--- config.mk ---
export PLATFORM = sky130hd
export DESIGN_NAME = encrypt_sched
export DESIGN_NICKNAME = d
export VERILOG_FILES = /design/src/rtl/enclave_pkg.sv /design/src/rtl/encrypt_res_fifo.sv /design/src/rtl/encrypt_sched.sv
export SDC_FILE = /design/constraint.sdc
export NUM_CORES = 1
export LEC_CHECK = 0
export BUFFER_PORTS_ARGS = -buffer_cell sky130_fd_sc_hd__clkbuf_2
export CAP_MARGIN = 25
export CORE_AREA = 2 2 134 136
export DETAILED_ROUTE_END_ITERATION = 12
export DIE_AREA = 0 0 136 138
export GPL_TIMING_DRIVEN = 0
export MAX_ROUTING_LAYER = met4
export PLACE_DENSITY = 0.67
export SYNTH_ARGS = -nofsm -noshare
export SYNTH_HDL_FRONTEND = slang
export SYNTH_HIERARCHICAL = 1
export SYNTH_SLANG_ARGS = --single-unit
--- constraint.sdc ---
create_clock -name clk -period 2.1 [get_ports clk]
set_input_delay 0 -clock clk [delete_from_list [all_inputs] [get_ports clk]]
set_output_delay 0 -clock clk [all_outputs]
set_load 0.01 [all_outputs]
--- src/rtl/enclave_pkg.sv ---
// Shared types for the encrypt sequencer and datapath: sequencer FSM
// states, the chunk-count derivation and the default operand lane array.
package enclave_pkg;

  typedef enum logic [1:0] {
    S_IDLE  = 2'd0,
    S_ISSUE = 2'd1,
    S_FLUSH = 2'd2,
    S_DRAIN = 2'd3
  } sched_state_t;

  localparam int ENC_PARALLEL = 2;
  localparam int ENC_CT_W     = 32;

  typedef logic [ENC_PARALLEL-1:0][ENC_CT_W-1:0] lanes_t;

  // Beats per row; BIG_N is required to be a multiple of PARALLEL.
  function automatic int calc_chunks(input int big_n, input int parallel);
    return big_n / parallel;
  endfunction

endpackage

--- src/rtl/encrypt_res_fifo.sv ---
// Two-entry result FIFO of {ciphertext, row}. Push while full is only
// accepted when a pop happens in the same cycle.
module encrypt_res_fifo #(
  parameter int DW = 32,
  parameter int RW = 3
) (
  input  logic          clk,
  input  logic          rst,
  input  logic          push,
  input  logic [DW-1:0] push_data,
  input  logic [RW-1:0] push_row,
  input  logic          pop,
  output logic          valid,
  output logic [DW-1:0] data,
  output logic [RW-1:0] row,
  output logic [1:0]    count
);

  logic [1:0][DW-1:0] d_mem;
  logic [1:0][RW-1:0] r_mem;
  logic               wr_ptr, rd_ptr;
  logic               do_push, do_pop;

  assign valid   = (count != 2'd0);
  assign do_pop  = pop & valid;
  assign do_push = push & ((count != 2'd2) | do_pop);
  assign data    = valid ? d_mem[rd_ptr] : '0;
  assign row     = valid ? r_mem[rd_ptr] : '0;

  // Storage, pointers and occupancy.
  always_ff @(posedge clk or posedge rst) begin
    if (rst) begin
      d_mem  <= '0;
      r_mem  <= '0;
      wr_ptr <= 1'b0;
      rd_ptr <= 1'b0;
      count  <= 2'd0;
    end else begin
      if (do_push) begin
        d_mem[wr_ptr] <= push_data;
        r_mem[wr_ptr] <= push_row;
        wr_ptr        <= ~wr_ptr;
      end
      if (do_pop) rd_ptr <= ~rd_ptr;
      case ({do_push, do_pop})
        2'b10:   count <= count + 2'd1;
        2'b01:   count <= count - 2'd1;
        default: ;
      endcase
    end
  end

endmodule

--- src/rtl/encrypt_sched.sv ---
// Sequencer for the encrypt datapath: walks operand beats row by row,
// forwards them one cycle later to the datapath and captures each row's
// ciphertext into a 2-entry result FIFO. Row issue is credit-gated so the
// FIFO can never overflow.
// Optional: define ENCRYPT_SCHED_PERF_EN to add perf_cycles/perf_stalls.
module encrypt_sched
  import enclave_pkg::*;
#(
  parameter int CIPHERTEXT_WIDTH = 32,
  parameter int DIMENSION        = 3,
  parameter int DIM_WIDTH        = 2,
  parameter int BIG_N            = 4,
  parameter int PARALLEL         = 2,
  parameter int ADDR_WIDTH       = 8
) (
  input  logic                                     clk,
  input  logic                                     rst,
  input  logic                                     start,
  output logic                                     busy,
  output logic                                     job_done,
  output logic                                     mem_rd,
  output logic [ADDR_WIDTH-1:0]                    mem_addr,
  input  logic [PARALLEL-1:0][CIPHERTEXT_WIDTH-1:0] mem_op1,
  input  logic [PARALLEL-1:0][CIPHERTEXT_WIDTH-1:0] mem_op2,
  output logic                                     enc_en,
  output logic                                     enc_done,
  output logic [DIM_WIDTH:0]                       enc_row,
  output logic [PARALLEL-1:0][CIPHERTEXT_WIDTH-1:0] enc_op1,
  output logic [PARALLEL-1:0][CIPHERTEXT_WIDTH-1:0] enc_op2,
  input  logic [CIPHERTEXT_WIDTH-1:0]              enc_ciphertext,
  output logic                                     res_valid,
  input  logic                                     res_ready,
  output logic [CIPHERTEXT_WIDTH-1:0]              res_data,
  output logic [DIM_WIDTH:0]                       res_row
`ifdef ENCRYPT_SCHED_PERF_EN
  ,
  output logic [31:0]                              perf_cycles,
  output logic [31:0]                              perf_stalls
`endif
);

  localparam int CHUNKS = calc_chunks(BIG_N, PARALLEL);
  localparam int CHW    = (CHUNKS > 1) ? $clog2(CHUNKS) : 1;
  localparam int RW     = DIM_WIDTH + 1;

  sched_state_t   state, state_nx;
  logic [RW-1:0]  row;
  logic [CHW-1:0] chunk;
  logic [1:0]     pending;     // rows started but not yet pushed
  logic [1:0]     fifo_count;
  logic           flush_cnt;
  logic           first_beat, last_chunk, last_row, credit_ok, pop;
  logic           lc_q, cap_q;
  logic [RW-1:0]  cap_row;
  logic [2:0]     used, avail;

  assign busy       = (state != S_IDLE);
  assign first_beat = (chunk == '0);
  assign last_chunk = (chunk == CHW'(CHUNKS - 1));
  assign last_row   = (row == RW'(DIMENSION - 1));
  assign pop        = res_valid & res_ready;
  assign mem_addr   = ADDR_WIDTH'(row) * ADDR_WIDTH'(CHUNKS) + ADDR_WIDTH'(chunk);
  assign enc_op1    = enc_en ? mem_op1 : '0;
  assign enc_op2    = enc_en ? mem_op2 : '0;

  // A new row needs one free slot; a pop in this cycle already frees one.
  assign used      = {1'b0, fifo_count} + {1'b0, pending};
  assign avail     = 3'd2 + {2'b0, pop};
  assign credit_ok = (used < avail);

  // State register.
  always_ff @(posedge clk or posedge rst) begin
    if (rst) state <= S_IDLE;
    else     state <= state_nx;
  end

  // Next state, read strobe and completion pulse.
  always_comb begin
    state_nx = state;
    mem_rd   = 1'b0;
    job_done = 1'b0;
    case (state)
      S_IDLE:  if (start) state_nx = S_ISSUE;
      S_ISSUE: if (!first_beat || credit_ok) begin
        mem_rd = 1'b1;
        if (last_row && last_chunk) state_nx = S_FLUSH;
      end
      S_FLUSH: if (flush_cnt) state_nx = S_DRAIN;
      S_DRAIN: if (fifo_count == 2'd0) begin
        job_done = 1'b1;
        state_nx = S_IDLE;
      end
      default: state_nx = S_IDLE;
    endcase
  end

  // Row/chunk walk, flush timer and committed-row tracking.
  always_ff @(posedge clk or posedge rst) begin
    if (rst) begin
      row       <= '0;
      chunk     <= '0;
      flush_cnt <= 1'b0;
      pending   <= 2'd0;
    end else begin
      if (state == S_IDLE) begin
        row   <= '0;
        chunk <= '0;
      end else if (mem_rd) begin
        if (last_chunk) begin
          chunk <= '0;
          row   <= row + RW'(1);
        end else begin
          chunk <= chunk + CHW'(1);
        end
      end
      flush_cnt <= (state == S_FLUSH) & ~flush_cnt;
      case ({mem_rd & first_beat, cap_q})
        2'b10:   pending <= pending + 2'd1;
        2'b01:   pending <= pending - 2'd1;
        default: ;
      endcase
    end
  end

  // Operand stage to the datapath, then the capture strobe one cycle later.
  always_ff @(posedge clk or posedge rst) begin
    if (rst) begin
      enc_en   <= 1'b0;
      enc_done <= 1'b0;
      enc_row  <= '0;
      lc_q     <= 1'b0;
      cap_q    <= 1'b0;
      cap_row  <= '0;
    end else begin
      enc_en   <= mem_rd;
      enc_done <= mem_rd & last_row & last_chunk;
      enc_row  <= mem_rd ? row : '0;
      lc_q     <= mem_rd & last_chunk;
      cap_q    <= lc_q;
      cap_row  <= enc_row;
    end
  end

  encrypt_res_fifo #(.DW(CIPHERTEXT_WIDTH), .RW(RW)) u_fifo (
    .clk       (clk),
    .rst       (rst),
    .push      (cap_q),
    .push_data (enc_ciphertext),
    .push_row  (cap_row),
    .pop       (res_ready),
    .valid     (res_valid),
    .data      (res_data),
    .row       (res_row),
    .count     (fifo_count)
  );

`ifdef ENCRYPT_SCHED_PERF_EN
  // Saturating job counters, cleared when a start is accepted.
  always_ff @(posedge clk or posedge rst) begin
    if (rst) begin
      perf_cycles <= '0;
      perf_stalls <= '0;
    end else if (state == S_IDLE && start) begin
      perf_cycles <= '0;
      perf_stalls <= '0;
    end else begin
      if (busy && perf_cycles != '1) perf_cycles <= perf_cycles + 32'd1;
      if (state == S_ISSUE && !mem_rd && perf_stalls != '1)
        perf_stalls <= perf_stalls + 32'd1;
    end
  end
`endif

endmodule

; ---- Word-level counts from Yosys, hierarchy flattened
; Cells that the tools add are included.
[word_totals]
regBits = 93
output_inout_bits = 180
in_bits = 164
elab_cells = 103
[classes]
n_eq_ne = 14
reduce_logical = 13
order_cmp = 4
add_sub_neg = 9
bitwise = 12
muxes = 33
[op_table]
columns = cell, n
row1 = 32-bit 2-to-1 mux, 4
row2 = 64-bit 2-to-1 mux, 2
row3 = 64-bit bitwise mux, 1
row4 = 32-bit demux with 1-bit select, 1
row5 = 3-bit 2-to-1 mux, 8
row6 = "2-bit != test, second input constant", 6
row7 = 2-bit nonzero test, 6
row8 = 2-bit 2-to-1 mux, 5
row9 = "2-bit equality test, second input constant", 4
row10 = 2-bit case mux with 2 select lines, 2
row11 = 2-bit case mux with 4 select lines, 1
row12 = 1-bit AND, 7
row13 = 1-bit 2-to-1 mux, 7
row14 = 6-bit bitwise mux, 1
row15 = "2-bit by 1-bit equality test with 1-bit output, second input constant", 3
row16 = 4-bit by 1-bit adder with 5-bit output, 1
row17 = 5-bit AND reduction, 1
row18 = "2-bit by 1-bit adder with 2-bit output, second input constant", 2
row19 = 2-bit zero test, 2
row20 = "1-bit by 2-bit < comparator with 1-bit output, second input constant", 2
row21 = 1-bit NOT, 4
row22 = "2-bit by 1-bit subtractor with 2-bit output, second input constant", 2
row23 = "2-bit by 1-bit adder with 3-bit output, first input constant", 1
row24 = 2-bit by 2-bit adder with 3-bit output, 1
row25 = other kinds (10), 11

; ---- Longest topological paths before layout
[logic_depth]
ltp_word = 10
mapped_depth = 8
mapped_depth_nobuf = 8

; ---- Hierarchy
; Netlist, hierarchy kept.
[by_module_without_submodules]
columns = mod, area_per_inst_um2, instances, cells_each, seq_area_each_um2
row1 = encrypt_res_fifo, 3345.7, 1, 243, 1851.8
row2 = encrypt_sched, 1766.7, 1, 217, 475.5

; ---- Worst setup path after synthesis
; OpenSTA, ideal clock, no wires.
[synth_timing]
path_kind = reg2reg
startpoint = register u_fifo.count[0]
endpoint = register pending[1]
path_stages_with_launch = 7
setup_slack_ps = -20
required_ps = 2021
period_less_slack_ps = 2120
n_path_buf = 0
t_arrival_ps = 2040
path_cell_list = dfrtp_1 ha_1 fa_1 a2111o_1 ha_1 nor2_1 xor2_1
[synth_between]
elab_chain_cells = 10
elab_cells_between_ends = 13
[synth_rtl]
columns = element, line
row1 = start: declaration, encrypt_res_fifo.sv:16  ; output logic [1:0] count
row2 = start signal: assignment, encrypt_res_fifo.sv:46  ; 2'b10: count <= count + 2'd1;
row3 = start signal: assignment, encrypt_res_fifo.sv:47  ; 2'b01: count <= count - 2'd1;
row4 = 2-bit nonzero test, encrypt_res_fifo.sv:24  ; assign valid = (count != 2'd0);
row5 = 1-bit AND, encrypt_sched.sv:61  ; assign pop = res_valid & res_ready;
row6 = 2-bit by 1-bit adder with 3-bit output, encrypt_sched.sv:68  ; assign avail = 3'd2 + {2'b0, pop};
row7 = 3-bit < comparator *, encrypt_sched.sv:69  ; assign credit_ok = (used < avail);
row8 = 1-bit logical OR *, encrypt_sched.sv:84  ; S_ISSUE: if (!first_beat || credit_ok) begin
row9 = 1-bit 2-to-1 mux *, encrypt_sched.sv:84
row10 = 1-bit 2-to-1 mux *, encrypt_sched.sv:82  ; case (state)
row11 = 1-bit AND *, encrypt_sched.sv:117  ; case ({mem_rd & first_beat, cap_q})
row12 = 2-bit by 1-bit equality test with 1-bit output or 2-bit equality test (tied branches), encrypt_sched.sv:117
row13 = 2-bit case mux with 2 select lines or 2-bit nonzero test (tied branches), n/a
row14 = end signal: assignment, encrypt_sched.sv:118  ; 2'b10: pending <= pending + 2'd1;
row15 = end signal: assignment, encrypt_sched.sv:119  ; 2'b01: pending <= pending - 2'd1;
row16 = end: declaration, encrypt_sched.sv:49  ; logic [1:0] pending;
; Mark *: on every way between the ends. The rest lies on a longest branch, timed or not.
; A chain may end at the register's enable or synchronous reset.

; ---- Final worst setup path
[layout_timing]
startpoint = register pending[0]
endpoint = register pending[1]
[layout_between]
elab_chain_cells = 8
elab_cells_between_ends = 12
[layout_rtl]
columns = element, line
row1 = 2-bit by 2-bit adder with 3-bit output, encrypt_sched.sv:67  ; assign used = {1'b0, fifo_count} + {1'b0, pending};
row2 = 3-bit < comparator, encrypt_sched.sv:69
row3 = 1-bit logical OR, encrypt_sched.sv:84
row4 = 1-bit 2-to-1 mux, encrypt_sched.sv:84
row5 = 1-bit 2-to-1 mux, encrypt_sched.sv:82
row6 = 1-bit AND, encrypt_sched.sv:117
row7 = 2-bit by 1-bit equality test with 1-bit output or 2-bit equality test (tied branches), encrypt_sched.sv:117
row8 = 2-bit case mux with 2 select lines or 2-bit nonzero test (tied branches), n/a
; Several ways; a longest one is shown, not always the timed one.

==> impl_metrics.ini <==
[run_status]
status = finished with violations
violations = setup timing

[sta]
tightestPinTransition_ps = 704
clock_skew_ps = 10.7
rsz0062_at_grt = true
fin_crit_ps = 2230
relSlewSlack_pct = 53.0
fin_ws_ps = -135
fmax_mhz = 447
slew_viol_final = 0
period_share_pct = 106
hold_viol = 0
setup-violations-final = 1

[logic_synthesis]
synth.area.mux_share_pct = 22.8
synth_compound_area_share_pct = 1.84
yosysTopAreaCell = dfrtp_1
synth_ff_type = dfrtp_1
synthesis.area_sq_mm = 0.00511
postSynthCellCount = 460
synthSimpleGateAreaFrac_pct = 21.1
async_flop_share_pct = 100
yosysUniqueCellTypes = 33
synth_top_family_by_area = multiplexers
ys_top_cells_by_area = dfrtp_1 (46%), and2_1 (16%), mux2_2 (15%)
synth_top_area_share_pct = 45.5
synth-edff-count = 0
synth-xor-area-share_pct = 1.71
synthAdderAreaFrac_pct = 2.59
yosysWarningCount = 6
ys_seq_area_share_pct = 45.5
synth-seq-cells = 93
synth_area_per_cell_sq_um = 11.1

[grt]
grt_pass1_vias = 4926
grt_pass1_wl_mm = 31.2
antenna_found_initial = 12
grtUsageTotal_pct = 23.7
grt_overflow_total = 0
grt_max_degree = 71

[place]
placed_area_sq_mm = 0.00714
gp_congestion = 0.910
pre_cts_ws_ps = -128
hpwl_mm = 18.3
placed_cells = 1032
io_buffers = 339

[pwr]
ir_worst_vdd_uv = 624
power_frac_clock_pct = 18.0
p_switching_mw = 3.53
p_int_mw = 5.75
p_total_mw = 9.28
leakagePower_nw = 4.20
pwr_density_cell_mw_per_mm2 = 1180
p_sw_share_pct = 38.0
pwr-share-seq_pct = 32.6
p_comb_share_pct = 49.4

[cts]
cts_tree = yes
cts_sinks = 93
htreeDepth = 3
worstSkewPairLatency_ps = 350
clockRootBuffer = clkbuf_16
clk_pin_slew_ps = 70
clock_path_buffers = 2
numCtsBuffers = 9

[floorplan]
die_w_microns = 136
die_area_sq_mm = 0.0188
core_sq_mm = 0.0175
die_h_microns = 138
design.portCount = 344
fp-row-count = 49
start_util_pct = 29.2

[worst_setup_path]
critPathLaunchType = flip-flop
end_kind = flip-flop
cp_data_arrival_time_ps = 2460
criticalPathCategory = reg -> reg
cp.required_ps = 2330
path_max_fanout = 3

[routing]
ant_nets = 0
routed_via_density = 4.38
dr.pass1.iters = 4
avgRoutedWirePerCell_microns = 20.1
vias = 4810
routed_wl_mm = 22.0
remaining_drc_errors = 0
drtIter0Drc = 187

[layout]
syn_to_final_growth_pct = 54.0
mostFrequentLayoutCell = clkbuf_2
regArea_sq_mm = 0.00233
layout-drive-gt1-share_pct = 54.0
nets = 1026
final_cell_area_sq_mm = 0.00788
finalNonFillerCells = 1099
num-fill-cells = 1732
multi_input_area_sq_mm = 0.00260
final_cell_mix = clkbuf_2 (342), and2_1 (129), dfrtp_1 (92), mux2_2 (70), nor2_1 (40)

[worst_hold_path]
hold_class = in -> async

[flow_run]
max_cap_violations = 0
-- synth_stat cells (6+ instances only) --
cell type,number
and2_1,129
buf_6,6
clkbuf_1,17
dfrtp_1,93
ha_1,9
inv_1,10
mux2_2,70
mux2i_1,36
nor2_1,41
xnor2_1,6
-- what timing repair did --
item	CTS	global route
setup endpoints to repair	34	14
pin swaps	0	4
resized for setup	2	10
endpoints found under the hold margin	157	0
hold buffers	33	0
setup buffers	2	3
-- final cells by class --
cell class / count / share of cell area [%]
Multi-Input combinational cell: 328 / 33.0
Sequential cell: 93 / 29.6
Timing Repair Buffer: 378 / 26.6
Tap cell: 229 / 3.64
Clock buffer: 9 / 2.86
Buffer: 32 / 2.45
Clock inverter: 7 / 1.00
Inverter: 10 / 0.508
Antenna cell: 13 / 0.413
-- power groups by stage --
| stage | Combinational (mW) | Sequential [mW] | Clock, mW |
|---|---|---|---|
| finish | 4.58 | 3.03 | 1.67 |
| global route | 5.01 | 3.13 | 1.80 |
| CTS | 4.54 | 3.03 | 1.73 |
| detailed placement | 4.42 | 3.07 | 0 |
| global placement | 4.36 | 3.04 | 0 |
| floorplan | 2.86 | 2.96 | 0 |
-- per-layer routing --
metal	up-vias	global-route usage [%]	share of wire (%)
met5	-	-	0
met4	0	6.09	1.5
met3	23	9.83	9.6
met2	211	41.0	50
met1	2285	24.6	38
li1	2291	-	-
-- critical path: stages, from the launching register on --
cell and delay (ps):
dfrtp_1 420, ha_2 200, fa_1 450, a2111o_1 490, ha_4 200, xnor2_2 140
nor2_1 60, xor2_1 150
-- path summary, 6_finish.rpt --
kind	slack, ps	from	depth (start not counted)	endpoint
max	-130	pending[0]	7	pending[1]
min	70	rst	3	u_fifo/d_mem[23]
max reg2reg	-130	pending[0]	7	pending[1]
min reg2reg	350	lc_q	0	cap_q
max in group asynchronous	1320	rst	3	cap_row[1]
min in group clk	70	res_ready	3	u_fifo/rd_ptr
-- sequential cells by signal, summed over array words and instances (netlist names), 2 cells and up --
signal / count
row: 3
enc_row: 3
u_fifo/count: 2
u_fifo/r_mem: 6
pending: 2
cap_row: 3
u_fifo/d_mem: 64
state: 2
-- stage by stage --
stage | TNS (ps) | util (%) | hold slack [ps]
after global routing | -404 | 44.9 | 75.4
after detailed placement | -195 | 40.7 | -108
final | -135 | 44.9 | 67.3
after floorplan | -0.526 | - | -48.9
after CTS | -103 | 44.4 | 50.3
after global placement | -60190 | 40.5 | 148
-- cells by family (layout without fill, tap and decap cells) --
group / count (synthesis) / count (layout)
flip-flops: 93 / 93
XOR/XNOR: 10 / 10
buffers and inverters: 42 / 436
multiplexers: 107 / 107
AO/OA/AOI/OAI: 11 / 11
AND/OR/NAND/NOR: 186 / 186
other: 1 / 17
adder cells (fa/ha/maj): 10 / 10
Power figures use the tool's default switching activity.
